### src/rtl/ami_pkg.sv
// Shared encodings for the AXI write splitter: response codes, burst type,
// page size and FSM state constants.
package ami_pkg;
    typedef enum logic [1:0] {
        RESP_OKAY   = 2'b00,
        RESP_EXOKAY = 2'b01,
        RESP_SLVERR = 2'b10,
        RESP_DECERR = 2'b11
    } bresp_e;

    localparam logic [1:0] BURST_INCR = 2'b01;
    localparam int         AMI_4KB    = 4096;

    typedef logic [1:0] state_t;
    localparam state_t ST_IDLE   = 2'd0;
    localparam state_t ST_SPLIT  = 2'd1;
    localparam state_t ST_WAIT_B = 2'd2;
    localparam state_t ST_RESP   = 2'd3;
endpackage

### src/rtl/ami_sfifo.sv
// Small synchronous FIFO holding the AWLEN of every burst whose W beats are
// still owed; the head drives the WLAST comparison.
module ami_sfifo #(
    parameter int W = 8,
    parameter int D = 4
) (
    input  logic         clk_i,
    input  logic         rst_i,
    input  logic         push_i,
    input  logic         pop_i,
    input  logic [W-1:0] din_i,
    output logic [W-1:0] dout_o,
    output logic         full_o,
    output logic         empty_o
);
    localparam int PW = (D > 1) ? $clog2(D) : 1;
    localparam int CW = $clog2(D + 1);

    logic [W-1:0]  mem_q [D];
    logic [PW-1:0] wp_q, rp_q;
    logic [CW-1:0] cnt_q;
    logic          wr, rd;

    function automatic logic [PW-1:0] inc(input logic [PW-1:0] p);
        return (p == PW'(D - 1)) ? '0 : p + 1'b1;
    endfunction

    assign full_o  = (cnt_q == CW'(D));
    assign empty_o = (cnt_q == '0);
    assign dout_o  = mem_q[rp_q];
    assign wr      = push_i & ~full_o;
    assign rd      = pop_i & ~empty_o;

    always_ff @(posedge clk_i) begin
        if (wr) mem_q[wp_q] <= din_i;
    end

    always_ff @(posedge clk_i) begin
        if (rst_i) begin
            wp_q  <= '0;
            rp_q  <= '0;
            cnt_q <= '0;
        end else begin
            if (wr) wp_q <= inc(wp_q);
            if (rd) rp_q <= inc(rp_q);
            case ({wr, rd})
                2'b10:   cnt_q <= cnt_q + 1'b1;
                2'b01:   cnt_q <= cnt_q - 1'b1;
                default: cnt_q <= cnt_q;
            endcase
        end
    end
endmodule

### src/rtl/ami_wsplit.sv
// AXI4 write master: splits one long user write into 4KB-safe INCR bursts,
// keeps up to AMI_OD in flight and folds all B responses into one reply.
module ami_wsplit
    import ami_pkg::*;
#(
    parameter int AXI_DW     = 128,
    parameter int AXI_AW     = 32,
    parameter int AXI_IW     = 8,
    parameter int AXI_LW     = 8,
    parameter int USR_LW     = 16,
    parameter int MAX_BL     = 256,
    parameter int AMI_OD     = 4,
    parameter int AXI_WSTRBW = AXI_DW / 8
) (
    input  logic                  ACLK,
    input  logic                  ARESET,
    output logic [AXI_IW-1:0]     AWID,
    output logic [AXI_AW-1:0]     AWADDR,
    output logic [AXI_LW-1:0]     AWLEN,
    output logic [2:0]            AWSIZE,
    output logic [1:0]            AWBURST,
    output logic                  AWVALID,
    input  logic                  AWREADY,
    output logic [AXI_DW-1:0]     WDATA,
    output logic [AXI_WSTRBW-1:0] WSTRB,
    output logic                  WLAST,
    output logic                  WVALID,
    input  logic                  WREADY,
    input  logic [AXI_IW-1:0]     BID,
    input  logic [1:0]            BRESP,
    input  logic                  BVALID,
    output logic                  BREADY,
    input  logic [AXI_IW-1:0]     usr_awid,
    input  logic [AXI_AW-1:0]     usr_awaddr,
    input  logic [USR_LW-1:0]     usr_awlen,
    input  logic                  usr_awvalid,
    output logic                  usr_awready,
    input  logic [AXI_DW-1:0]     usr_wdata,
    input  logic [AXI_WSTRBW-1:0] usr_wstrb,
    input  logic                  usr_wvalid,
    output logic                  usr_wready,
    output logic [AXI_IW-1:0]     usr_bid,
    output logic [1:0]            usr_bresp,
    output logic                  usr_bvalid,
    input  logic                  usr_bready
);
    localparam int ASZ = $clog2(AXI_WSTRBW);
    localparam int RW  = USR_LW + 1;
    localparam int CW  = (RW > 13) ? RW : 13;
    localparam int OW  = $clog2(AMI_OD + 1);

    state_t            state_q, state_d;
    logic [AXI_IW-1:0] id_q;
    logic [AXI_AW-1:0] addr_q, awaddr_q, cur_addr;
    logic [RW-1:0]     rem_q, cur_rem;
    logic [AXI_LW-1:0] awlen_q, wcnt_q, fifo_head;
    logic [OW-1:0]     outst_q, outst_d;
    logic [1:0]        err_q;
    logic              awv_q, awrdy_q;
    logic [CW-1:0]     pg_beats, beats;
    logic              cmd_hs, aw_hs, w_hs, b_hs, slot_free, load;
    logic              fifo_full, fifo_empty;

    assign cmd_hs    = usr_awvalid & awrdy_q;
    assign aw_hs     = awv_q & AWREADY;
    assign w_hs      = WVALID & WREADY;
    assign b_hs      = BVALID & BREADY;
    assign outst_d   = outst_q + OW'(aw_hs) - OW'(b_hs);
    assign slot_free = ~awv_q | aw_hs;
    // A fresh burst may replace the one being accepted this cycle, so AWVALID
    // stays high back-to-back as long as the outstanding budget allows.
    assign load = cmd_hs | ((state_q == ST_SPLIT) & (rem_q != '0) & slot_free &
                            (outst_d < OW'(AMI_OD)) & ~fifo_full);

    // In IDLE the first burst is cut straight from the command inputs.
    always_comb begin
        cur_addr = addr_q;
        cur_rem  = rem_q;
        if (state_q == ST_IDLE) begin
            cur_addr = usr_awaddr & ~AXI_AW'(AXI_WSTRBW - 1);
            cur_rem  = RW'(usr_awlen) + RW'(1);
        end
        pg_beats = CW'((13'(AMI_4KB) - {1'b0, cur_addr[11:0]}) >> ASZ);
        beats    = CW'(cur_rem);
        if (beats > CW'(MAX_BL)) beats = CW'(MAX_BL);
        if (beats > pg_beats)    beats = pg_beats;
    end

    always_comb begin
        state_d = state_q;
        case (state_q)
            ST_IDLE:   if (cmd_hs) state_d = ST_SPLIT;
            ST_SPLIT:  if ((rem_q == '0) && slot_free) state_d = ST_WAIT_B;
            ST_WAIT_B: if ((outst_q == '0) && fifo_empty) state_d = ST_RESP;
            default:   if (usr_bready) state_d = ST_IDLE;
        endcase
    end

    always_ff @(posedge ACLK) begin
        if (ARESET) begin
            state_q  <= ST_IDLE;
            id_q     <= '0;
            addr_q   <= '0;
            rem_q    <= '0;
            awv_q    <= 1'b0;
            awaddr_q <= '0;
            awlen_q  <= '0;
            outst_q  <= '0;
            err_q    <= RESP_OKAY;
            awrdy_q  <= 1'b0;
            wcnt_q   <= '0;
        end else begin
            state_q <= state_d;
            awrdy_q <= (state_d == ST_IDLE);
            outst_q <= outst_d;
            if (cmd_hs) id_q <= usr_awid;
            if (load) begin
                awv_q    <= 1'b1;
                awaddr_q <= cur_addr;
                awlen_q  <= AXI_LW'(beats - 1'b1);
                addr_q   <= cur_addr + (AXI_AW'(beats) << ASZ);
                rem_q    <= cur_rem - RW'(beats);
            end else if (aw_hs) begin
                awv_q <= 1'b0;
            end
            if (w_hs) wcnt_q <= WLAST ? '0 : wcnt_q + 1'b1;
            // First error wins; a foreign BID counts as SLVERR.
            if (cmd_hs) begin
                err_q <= RESP_OKAY;
            end else if (b_hs && err_q == RESP_OKAY) begin
                if (BRESP == RESP_SLVERR || BRESP == RESP_DECERR) err_q <= BRESP;
                else if (BID != id_q)                             err_q <= RESP_SLVERR;
            end
        end
    end

    ami_sfifo #(.W(AXI_LW), .D(AMI_OD)) u_lfifo (
        .clk_i   (ACLK),
        .rst_i   (ARESET),
        .push_i  (aw_hs),
        .pop_i   (w_hs & WLAST),
        .din_i   (awlen_q),
        .dout_o  (fifo_head),
        .full_o  (fifo_full),
        .empty_o (fifo_empty)
    );

    assign AWID        = id_q;
    assign AWADDR      = awaddr_q;
    assign AWLEN       = awlen_q;
    assign AWSIZE      = 3'(ASZ);
    assign AWBURST     = BURST_INCR;
    assign AWVALID     = awv_q;
    assign WDATA       = usr_wdata;
    assign WSTRB       = usr_wstrb;
    assign WVALID      = usr_wvalid & ~fifo_empty;
    assign usr_wready  = WREADY & ~fifo_empty;
    assign WLAST       = ~fifo_empty & (wcnt_q == fifo_head);
    assign BREADY      = ((state_q == ST_SPLIT) || (state_q == ST_WAIT_B)) && (outst_q != '0);
    assign usr_awready = awrdy_q;
    assign usr_bvalid  = (state_q == ST_RESP);
    assign usr_bresp   = err_q;
    assign usr_bid     = id_q;
endmodule

### config.mk
export PLATFORM = sky130hd
export DESIGN_NAME = ami_wsplit
export DESIGN_NICKNAME = d
export VERILOG_FILES = /design/src/rtl/ami_pkg.sv /design/src/rtl/ami_sfifo.sv /design/src/rtl/ami_wsplit.sv
export SDC_FILE = /design/constraint.sdc
export NUM_CORES = 1
export LEC_CHECK = 0
export CORE_AREA = 2 2 165 167
export DETAILED_ROUTE_END_ITERATION = 16
export DIE_AREA = 0 0 167 169
export PLACE_DENSITY_LB_ADDON = 0.2
export SLEW_MARGIN = 15
export SYNTH_ARGS = -nofsm -noshare
export SYNTH_HDL_FRONTEND = slang
export SYNTH_SLANG_ARGS = --single-unit
### constraint.sdc
create_clock -name ACLK -period 9.4 [get_ports ACLK]
set_clock_uncertainty 0.05 [all_clocks]
set_input_delay 2.35 -clock ACLK [delete_from_list [all_inputs] [get_ports ACLK]]
set_output_delay 2.35 -clock ACLK [all_outputs]
set_load 0.01 [all_outputs]
==> run_results.csv, run 1 <==
group,metric,value,unit
min_path,holdCritPathClass,"flip-flop to flip-flop",
route,antenna_left,0,
critical_path,rr_worst_depth,26,
critical_path,cp_num_buf_inv,3,
pwr,p_per_area,357,mW/mm^2
critical_path,required,9.62,ns
timing,post-route-min-period,8.86,ns
job,drv_cap,0,
clock_network,cts_sinks,151,
floorplanning,core_area,0.0265,mm^2
timing,drv_slew,0,
critical_path,reg2reg_to,"rem_q[16]",
global_routing,antenna_found_initial,0,
final_layout,regArea,0.00334,mm^2
synth,synth.largest_area_cell,"dfxtp_1",
route,wirelength,26600,um
global_routing,grt_busiest_layer,"met2",
critical_path,r2r_setup_slack,2.27,ns
placed_design,dpl_worst_slack,0.156,ns
floorplanning,rows,60,
timing,rsz0062_at_grt,"false",
final_layout,antenna_cells,0,
floorplanning,boundaryPins,432,
run_status,status,"complete, no violations",
final_layout,fillers,2646,
clock_network,cts_hold_buffers,0,
global_routing,grt_pass1_wl,41800,um
clock_network,cts_tree,"done",
timing,fin_crit_sh,94.3,%
critical_path,startpoint_type,"primary input",
timing,hold_viol,0,
pwr,ir_drop,152,uV
route,drtPass1Iterations,5,
min_path,hold_end,"addr_q[19]",
global_routing,grt.total_usage,18.5,%
timing,max_freq,0.113,GHz
critical_path,worst-path-max-fanout,15,
timing,maxSlewHeadroom,27.6,%
placed_design,dp_hpwl,19900,um
floorplanning,start_util,39.6,%
clock_network,cts-root-buf,"clkbuf_16",
critical_path,path_delay_family,"compound AO/OA/AOI/OAI gates",
timing,tns,0,ns
synth,avgSynthCellArea,8.59,um^2
pwr,leakage,4.43,nW
synth,synth_cells,1222,
global_routing,grt_max_degree,66,
critical_path,critPathMaxStageDelay,0.62,ns
route,via_per_inst,5.23,
synth,synth-warning-count,0,
clock_network,cts_resized,0,
synth,synth.most_common_cell,"buf_4",
route,drc,0,
min_path,min_from,"addr_q[19]",
route,drt_iter0_drc,373,
final_layout,layout-drive-gt1-share,9.11,%
placed_design,place.port_buffers,134,
synth,ys_seq_area_share,31.9,%
clock_network,clk-insertion-delay-late,0.43,ns
critical_path,cp_slowest_cell,"or4_1",
timing,setup_viol,0,
synth,ys_top_cells_by_count,"161 x buf_4, 125 x nand2_1, 123 x nor2_1",
synth,ys_ff_latch,151,
global_routing,grt.met2_usage,28.0,%
global_routing,grtUsageMet3,6.27,%
synth,syn-cell-area,0.0105,mm^2
timing,worst_pin_slew,1.08,ns
critical_path,crit_path_end_kind,"flip-flop",
min_path,holdPathStages,2,
critical_path,cp.arrival,9.09,ns
clock_network,cts.path.max_buffers,2,
synth,synth_top_area_share,22.7,%
timing,postLayoutSetupSlackWorst,0.536,ns
synth,ys_types,88,
critical_path,r2r_start,"state_q[0]",
floorplanning,design.die.area,0.0282,mm^2
critical_path,crit_type,"primary input to flip-flop",
floorplanning,fp.dieW,167,um
synth,ys.flop_type,"dfxtp_1",
global_routing,overflow,0,
final_layout,syn_to_final_growth,10.8,%
global_routing,use_met1,24.0,%
synth,synth_edf_count,32,
synth,async_flop_share,0,%
placed_design,gp_congestion,0.811,
clock_network,cts_setup_buffers,0,
floorplanning,die_height,169,um
final_layout,multi_input_area,0.00556,mm^2
synth,synth_area_leaders,"dfxtp_1 23%, buf_4 12%, edfxtp_1 9.2%",
clock_network,htree_levels,4,
route,vias,8164,
clock_network,cts_buffers,17,
clock_network,cts.clk_slew.worst_paths,0.07,ns
final_layout,fin_nets,1484,
route,wl_per_cell,17.0,um
global_routing,grt_pass1_vias,7768,
[area by class of cell]
type | count | share of cell area, %
multi-input combinational | 827 | 47.8
inverter | 52 | 1.68
timing repair buffer | 157 | 13.0
clock buffer | 22 | 4.36
tap | 341 | 3.67
clock inverter | 10 | 0.678
sequential | 151 | 28.8
[worst max-delay path by stage]
stage                             from          to  slack, ns  cells after the start
after global routing      usr_awlen[2]  addr_q[29]       0.13                     28
after global placement    usr_awlen[2]   rem_q[16]       0.22                     25
final                     usr_awlen[2]   rem_q[16]       0.54                     25
after floorplan           usr_awlen[0]   rem_q[16]       1.19                     27
after detailed placement  usr_awlen[2]   rem_q[16]       0.16                     25
after CTS                 usr_awlen[2]   rem_q[16]       0.56                     25
[per-layer routing]
metal  up-vias  wire (um)  share of wire (%)
met2       247      11600                 44
met5         -          0                  0
li1       4050          -                  -
met1      3783      12200                 46
met3        84       1940                7.3
met4         0        842                3.2
[flip-flops by register name, indices dropped and copies added (netlist names), named ones only]
| register | flops |
|---|---|
| AWADDR | 28 |
| AWID | 8 |
| AWLEN | 8 |
| AWVALID | 1 |
| addr_q | 32 |
| outst_q | 3 |
| rem_q | 17 |
| state_q | 2 |
| u_lfifo.cnt_q | 3 |
| u_lfifo.mem_q | 32 |
| u_lfifo.rp_q | 2 |
| u_lfifo.wp_q | 2 |
| usr_awready | 1 |
| usr_bresp | 2 |
| wcnt_q | 8 |
[worst min-delay path, delay by kind of cell, from the launching register on]
family	cells	cell delay [ns]
compound gates	1	0.05
flops	1	0.31
simple gates	1	0.05
[report_power, final]
group	leakage [nW]	internal [mW]	switching, mW
registers	1.27	0.839	0.121
logic	2.87	1.09	1.42
clock network	0.287	0.389	0.294
total	4.43	2.31	1.83
[logic make-up after synthesis]
kind of cell    Yosys count  synth area share [%]
compound gates          228                  14.6
xor+xnor                 75                  6.26
fa+ha+maj                60                  7.44
buf+inv                 261                  16.0
flops                   151                  31.9
mux                      48                  5.75
other cells               2                0.0716
simple gates            397                  18.0
[stage by stage]
step,cell area [um^2],total power [mW],std cells,hold WS [ns],utilization (%)
floorplan,10600,2.83,1239,0.379,-
global placement,11000,3.45,1528,0.388,41.7
detailed placement,11000,3.47,1528,0.393,41.7
CTS,11600,4.18,1560,0.403,43.9
global route,11600,4.52,1560,0.419,43.9
finish,11600,4.14,1560,0.401,43.9
[cell usage in the layout, fill, tap and decap left out, drive strengths merged, types with 6 or more instances in the layout]
master	count
mux2i	22
nor2b	10
and3	10
xor2	21
clkbuf	22
nor3	24
mux4	8
nand2	126
clkdlybuf4s50	133
o21ai	24
nor2	124
dfxtp	119
or4	7
or3	8
inv	59
edfxtp	32
a211oi	32
conb	19
nor4	13
a21o	9
o21a	7
mux2	18
a31oi	16
o21bai	6
and2	18
nand3	25
buf	24
xnor2	54
a21oi	90
ha	56
nand4	19
(Power assumes the default switching activity.)
==> inputs of run 2 (changes only) <==
--- a/config.mk
+++ b/config.mk
@@ -5,9 +5,10 @@
 export SDC_FILE = /design/constraint.sdc
 export NUM_CORES = 1
 export LEC_CHECK = 0
-export CORE_AREA = 2 2 165 167
+export CAP_MARGIN = 25
+export CORE_ASPECT_RATIO = 0.8
+export CORE_UTILIZATION = 40
 export DETAILED_ROUTE_END_ITERATION = 16
-export DIE_AREA = 0 0 167 169
 export PLACE_DENSITY_LB_ADDON = 0.2
 export SLEW_MARGIN = 15
 export SYNTH_ARGS = -nofsm -noshare
==> run_results.csv, run 2 (synthesis gave the netlist of run 1 again) <==
group,metric,value,unit
run_status,status,"complete, no violations",
critical_path,rr_worst_depth,26,
final_layout,multi_input_area,0.00556,mm^2
final_layout,syn_to_final_growth,10.2,%
min_path,min_from,"addr_q[9]",
floorplanning,die_height,147,um
critical_path,r2r_start,"state_q[0]",
final_layout,instances_no_fill,1566,
final_layout,fin_nets,1480,
floorplanning,design.die.area,0.0269,mm^2
route,drt_iter0_drc,565,
pwr,internal_power,2.24,mW
critical_path,crit_path_end_kind,"flip-flop",
pwr,ir_drop,196,uV
timing,maxSlewHeadroom,38.4,%
pwr,leakage,4.37,nW
clock_network,cts_tree,"done",
timing,drv_slew,0,
route,via_per_inst,5.19,
min_path,hold_end,"addr_q[9]",
clock_network,htree_levels,4,
clock_network,clk-insertion-delay-late,0.44,ns
floorplanning,core_area,0.0255,mm^2
route,antenna_left,0,
route,wl_per_cell,16.7,um
global_routing,grt_pass1_vias,7636,
critical_path,path_delay_family,"compound AO/OA/AOI/OAI gates",
min_path,holdPathStages,2,
min_path,holdCritPathClass,"flip-flop to flip-flop",
timing,hold_viol,0,
route,wirelength,26100,um
final_layout,fillers,2480,
timing,max_freq,0.114,GHz
pwr,pwr-share-seq,23.5,%
critical_path,cp_common_cell,"ha_1",
timing,rsz0062_at_grt,"false",
global_routing,grt_pass1_wl,41100,um
pwr,clkPwrFrac,15.9,%
floorplanning,rows,52,
pwr,switching_share,45.3,%
placed_design,gp_congestion,0.851,
critical_path,required,9.64,ns
global_routing,grt_max_degree,82,
clock_network,cts_buffers,17,
pwr,p_per_area,354,mW/mm^2
clock_network,cts.clk_slew.worst_paths,0.07,ns
pwr,switching_power,1.86,mW
placed_design,place.port_buffers,134,
global_routing,grt.total_usage,19.5,%
pwr,combinationalPowerShare,60.6,%
critical_path,critPathMaxStageDelay,0.64,ns
clock_network,cts_hold_buffers,0,
timing,tns,0,ns
timing,post-route-min-period,8.79,ns
critical_path,r2r_setup_slack,2.42,ns
clock_network,cts_resized,0,
final_layout,layout-drive-gt1-share,8.72,%
route,drc,0,
critical_path,reg2reg_to,"rem_q[16]",
route,drtPass1Iterations,5,
critical_path,crit_type,"primary input to flip-flop",
floorplanning,fp.dieW,183,um
final_layout,antenna_cells,0,
critical_path,cp_slowest_cell,"or4_2",
global_routing,overflow,0,
timing,fin_crit_sh,93.5,%
clock_network,cts.path.max_buffers,2,
clock_network,cts_setup_buffers,0,
job,drv_cap,0,
placed_design,post-place-cells,1534,
global_routing,antenna_found_initial,0,
timing,whs,0.405,ns
placed_design,dpl_worst_slack,0.255,ns
floorplanning,boundaryPins,432,
critical_path,startpoint_type,"primary input",
clock_network,cts-root-buf,"clkbuf_16",
critical_path,cp_num_buf_inv,3,
timing,postLayoutSetupSlackWorst,0.615,ns
final_layout,mostFrequentLayoutCell,"clkdlybuf4s50_1",
placed_design,dp_hpwl,19200,um
clock_network,cts_sinks,151,
critical_path,cp.arrival,9.02,ns
timing,worst_pin_slew,0.924,ns
final_layout,final_cell_mix,"133 x clkdlybuf4s50_1, 125 x nand2_1, 123 x nor2_1",
final_layout,regArea,0.00334,mm^2
timing,setup_viol,0,
critical_path,worst-path-max-fanout,14,
route,vias,8128,
floorplanning,start_util,41.1,%
==> run 2: changes by cell type in the layout (fill, tap and decap cells not counted), sizes merged <==
cell      previous run  this run
clkbuf              22        18
clkinvlp             2         5
clkinv               1         2
buf                 24        20
==> run 2: through the flow <==
step / total power, mW / instance area, um^2 / util [%]
2_1_floorplan: 2.83 / 10600 / -
3_3_place_gp: 3.42 / 11000 / 43.2
3_5_place_dp: 3.44 / 11000 / 43.2
4_1_cts: 4.12 / 11600 / 45.3
5_1_grt: 4.46 / 11600 / 45.3
6_report: 4.10 / 11600 / 45.3
==> run 2: power by group through the flow <==
stage          registers (mW)  logic [mW]  clock network, mW
3_5_place_dp            0.974        2.47                  0
5_1_grt                 0.982        2.78              0.690
6_report                0.963        2.48              0.651
3_3_place_gp            0.972        2.45                  0
2_1_floorplan           0.971        1.86                  0
4_1_cts                 0.962        2.49              0.668
==> run 2: worst max path at each step <==
stage                      start   endpoint  depth (start not counted)
global route        usr_awlen[0]  rem_q[16]                         26
CTS                 usr_awlen[0]  rem_q[16]                         26
global placement    usr_awlen[0]  rem_q[16]                         26
floorplan           usr_awlen[0]  rem_q[16]                         27
finish              usr_awlen[0]  rem_q[16]                         26
detailed placement  usr_awlen[0]  rem_q[16]                         26
==> run 2: worst register-to-register path, delay by kind of cell (launching register included) <==
kind	cells	cell delay, ns
multiplexers	1	0.35
buffers and inverters	3	0.30
adder cells (fa/ha/maj)	4	1.34
flip-flops	1	0.36
AO/OA/AOI/OAI	10	2.41
AND/OR/NAND/NOR	8	2.02
==> run 2: routing by layer <==
metal / GRT usage, % / routed length (um) / vias up
met3: 6.20 / 1720 / 23
met4: 5.33 / 342 / 0
met2: 27.4 / 10700 / 237
met1: 28.2 / 13300 / 3831
met5: 0 / 0 / -
li1: - / - / 4037
==> run 2: layout make-up <==
| type | instances | share of cell area (%) |
|---|---|---|
| clock buffer | 18 | 3.71 |
| clock inverter | 14 | 1.01 |
| inverter | 52 | 1.69 |
| multi-input combinational | 827 | 48.1 |
| sequential | 151 | 28.9 |
| tap | 351 | 3.80 |
| timing repair buffer | 153 | 12.8 |
==> inputs of run 3 (changes only) <==
--- a/config.mk
+++ b/config.mk
@@ -5,6 +5,7 @@
 export SDC_FILE = /design/constraint.sdc
 export NUM_CORES = 1
 export LEC_CHECK = 0
+export ABC_AREA = 1
 export CAP_MARGIN = 25
 export CORE_ASPECT_RATIO = 0.8
 export CORE_UTILIZATION = 40
==> run_results.csv, run 3 <==
group,metric,value,unit
clock_network,cts_setup_buffers,0,
critical_path,crit_path_end_kind,"flip-flop",
clock_network,clk-insertion-delay-late,0.44,ns
synth,syn-cell-area,0.0108,mm^2
route,vias,9261,
synth,async_flop_share,0,%
critical_path,startpoint_type,"primary input",
synth,synth_edf_count,32,
timing,setup_viol,0,
route,antenna_left,0,
floorplanning,rows,53,
synth,synth_cells,1510,
timing,tns,0,ns
synth,ys_ff_latch,151,
final_layout,multi_input_area,0.00547,mm^2
global_routing,grt.total_usage,21.3,%
route,drt_iter0_drc,529,
critical_path,cp.arrival,8.57,ns
global_routing,grt_pass1_wl,45800,um
min_path,holdCritPathClass,"flip-flop to flip-flop",
final_layout,syn_to_final_growth,10.2,%
final_layout,final_util,45.1,%
route,via_per_inst,5.01,
route,drtPass1Iterations,7,
clock_network,cts_hold_buffers,0,
synth,synth_top_area_share,22.1,%
global_routing,grt_pass1_vias,8566,
final_layout,fin_nets,1757,
critical_path,cp_common_cell,"nand2_1",
final_layout,antenna_cells,0,
critical_path,critPathMaxStageDelay,0.62,ns
critical_path,rr_worst_depth,38,
timing,fin_crit_sh,88.1,%
pwr,ir_drop,170,uV
placed_design,dpl_worst_slack,0.664,ns
route,wl_per_cell,15.7,um
critical_path,reg2reg_to,"rem_q[16]",
critical_path,crit_type,"primary input to flip-flop",
pwr,p_per_area,359,mW/mm^2
floorplanning,boundaryPins,432,
floorplanning,design.die.area,0.0277,mm^2
pwr,leakage,5.30,nW
timing,post-route-min-period,8.28,ns
synth,avgSynthCellArea,7.15,um^2
synth,synth_area_leaders,"dfxtp_1 22%, buf_4 11%, nand2_1 9.8%",
pwr,total_power,4.27,mW
timing,maxSlewHeadroom,42.2,%
synth,synth-warning-count,0,
synth,ys_types,60,
timing,drv_slew,0,
clock_network,cts_tree,"done",
clock_network,cts-root-buf,"clkbuf_16",
final_layout,fillers,2735,
critical_path,required,9.69,ns
clock_network,cts_buffers,17,
clock_network,cts.path.max_buffers,2,
run_status,status,"complete, no violations",
timing,max_freq,0.121,GHz
synth,ys_top_cells_by_count,"281 x nand2_1, 170 x inv_1, 163 x buf_4",
placed_design,place.port_buffers,134,
min_path,holdPathStages,2,
clock_network,cts_resized,0,
critical_path,worst-path-max-fanout,14,
synth,ys.flop_type,"dfxtp_1",
floorplanning,start_util,40.9,%
placed_design,gp_congestion,0.881,
critical_path,r2r_start,"state_q[0]",
route,drc,0,
final_layout,mostFrequentLayoutCell,"nand2_1",
final_layout,regArea,0.00334,mm^2
timing,rsz0062_at_grt,"false",
timing,whs,0.412,ns
critical_path,cp_slowest_cell,"clkdlybuf4s50_1",
timing,postLayoutSetupSlackWorst,1.12,ns
final_layout,final_cell_mix,"280 x nand2_1, 169 x inv_1, 137 x nor2_1",
min_path,hold_end,"addr_q[0]",
final_layout,layout-drive-gt1-share,6.23,%
clock_network,cts_sinks,151,
clock_network,htree_levels,4,
synth,synth.most_common_cell,"nand2_1",
timing,worst_pin_slew,0.860,ns
floorplanning,fp.dieW,186,um
synth,synth.largest_area_cell,"dfxtp_1",
min_path,min_from,"addr_q[0]",
job,drv_cap,0,
global_routing,antenna_found_initial,0,
global_routing,overflow,0,
global_routing,grt_max_degree,94,
route,wirelength,29100,um
critical_path,r2r_setup_slack,2.58,ns
clock_network,cts.clk_slew.worst_paths,0.07,ns
placed_design,dp_hpwl,21900,um
timing,hold_viol,0,
synth,ys_seq_area_share,31.0,%
floorplanning,core_area,0.0264,mm^2
floorplanning,die_height,149,um
run 3: cell types whose count changed in the layout (fill, tap and decap cells not counted), moves of 20 or more:
cell / before / now
inv_1: 51 / 169
xnor2_1: 54 / 13
nand2_1: 125 / 280
or2_2: 3 / 23
nand3_1: 24 / 56
a211oi_1: 31 / 9
o21ai_0: 21 / 128
run 3: layer usage:
metal | GRT usage [%] | up-vias | share of wire, %
li1 | - | 4726 | -
met1 | 29.4 | 4142 | 49
met2 | 30.0 | 341 | 41
met3 | 8.67 | 52 | 8.7
met4 | 5.78 | 0 | 1.8
met5 | 1.45 | - | 0
run 3: critical path: cells and delay by family:
kind,cells,cell delay [ns]
AOI/OAI and AO/OA,9,1.46
adders and majority gates,4,1.22
and+or+nand+nor,19,2.38
buffers and inverters,5,1.13
run 3: area by class of cell:
cell class,instances,share of cell area [%]
Multi-Input combinational cell,997,46.0
Inverter,173,5.46
Sequential cell,151,28.1
Tap cell,357,3.75
Clock inverter,14,1.51
Clock buffer,18,3.61
Timing Repair Buffer,139,11.6
run 3: worst max path at each step:
stage / end / startpoint / depth (start not counted) / slack, ns
finish: rem_q[16] / usr_awlen[0] / 37 / 1.12
global route: rem_q[16] / usr_awlen[0] / 38 / 0.27
CTS: rem_q[16] / usr_awlen[0] / 38 / 1.12
detailed placement: rem_q[16] / usr_awlen[0] / 38 / 0.66
global placement: rem_q[16] / usr_awlen[0] / 37 / 0.77
floorplan: addr_q[29] / usr_awlen[0] / 33 / 2.60
run 3: cells by family (layout without fill, tap and decap cells):
logic type | Yosys count | count (layout) | synth area share, %
flops | 151 | 151 | 31.0
compound gates | 297 | 297 | 15.6
xor+xnor | 37 | 37 | 3.00
fa+ha+maj | 60 | 60 | 7.23
mux | 4 | 4 | 0.371
simple gates | 580 | 580 | 23.7
other cells | 2 | 19 | 0.0696
buf+inv | 379 | 344 | 19.1
run 3: where the power goes:
group          switching, mW  total, mW  internal, mW
combinational           1.62       2.58         0.955
sequential             0.123      0.979         0.857
clock                  0.279      0.720         0.441
total                   2.02       4.27          2.25
run 3: per-stage QoR:
stage               instance area [um^2]  cells
CTS                                11900   1849
finish                             11900   1849
floorplan                          10900   1527
detailed placement                 11300   1817
global route                       11900   1849
global placement                   11300   1817
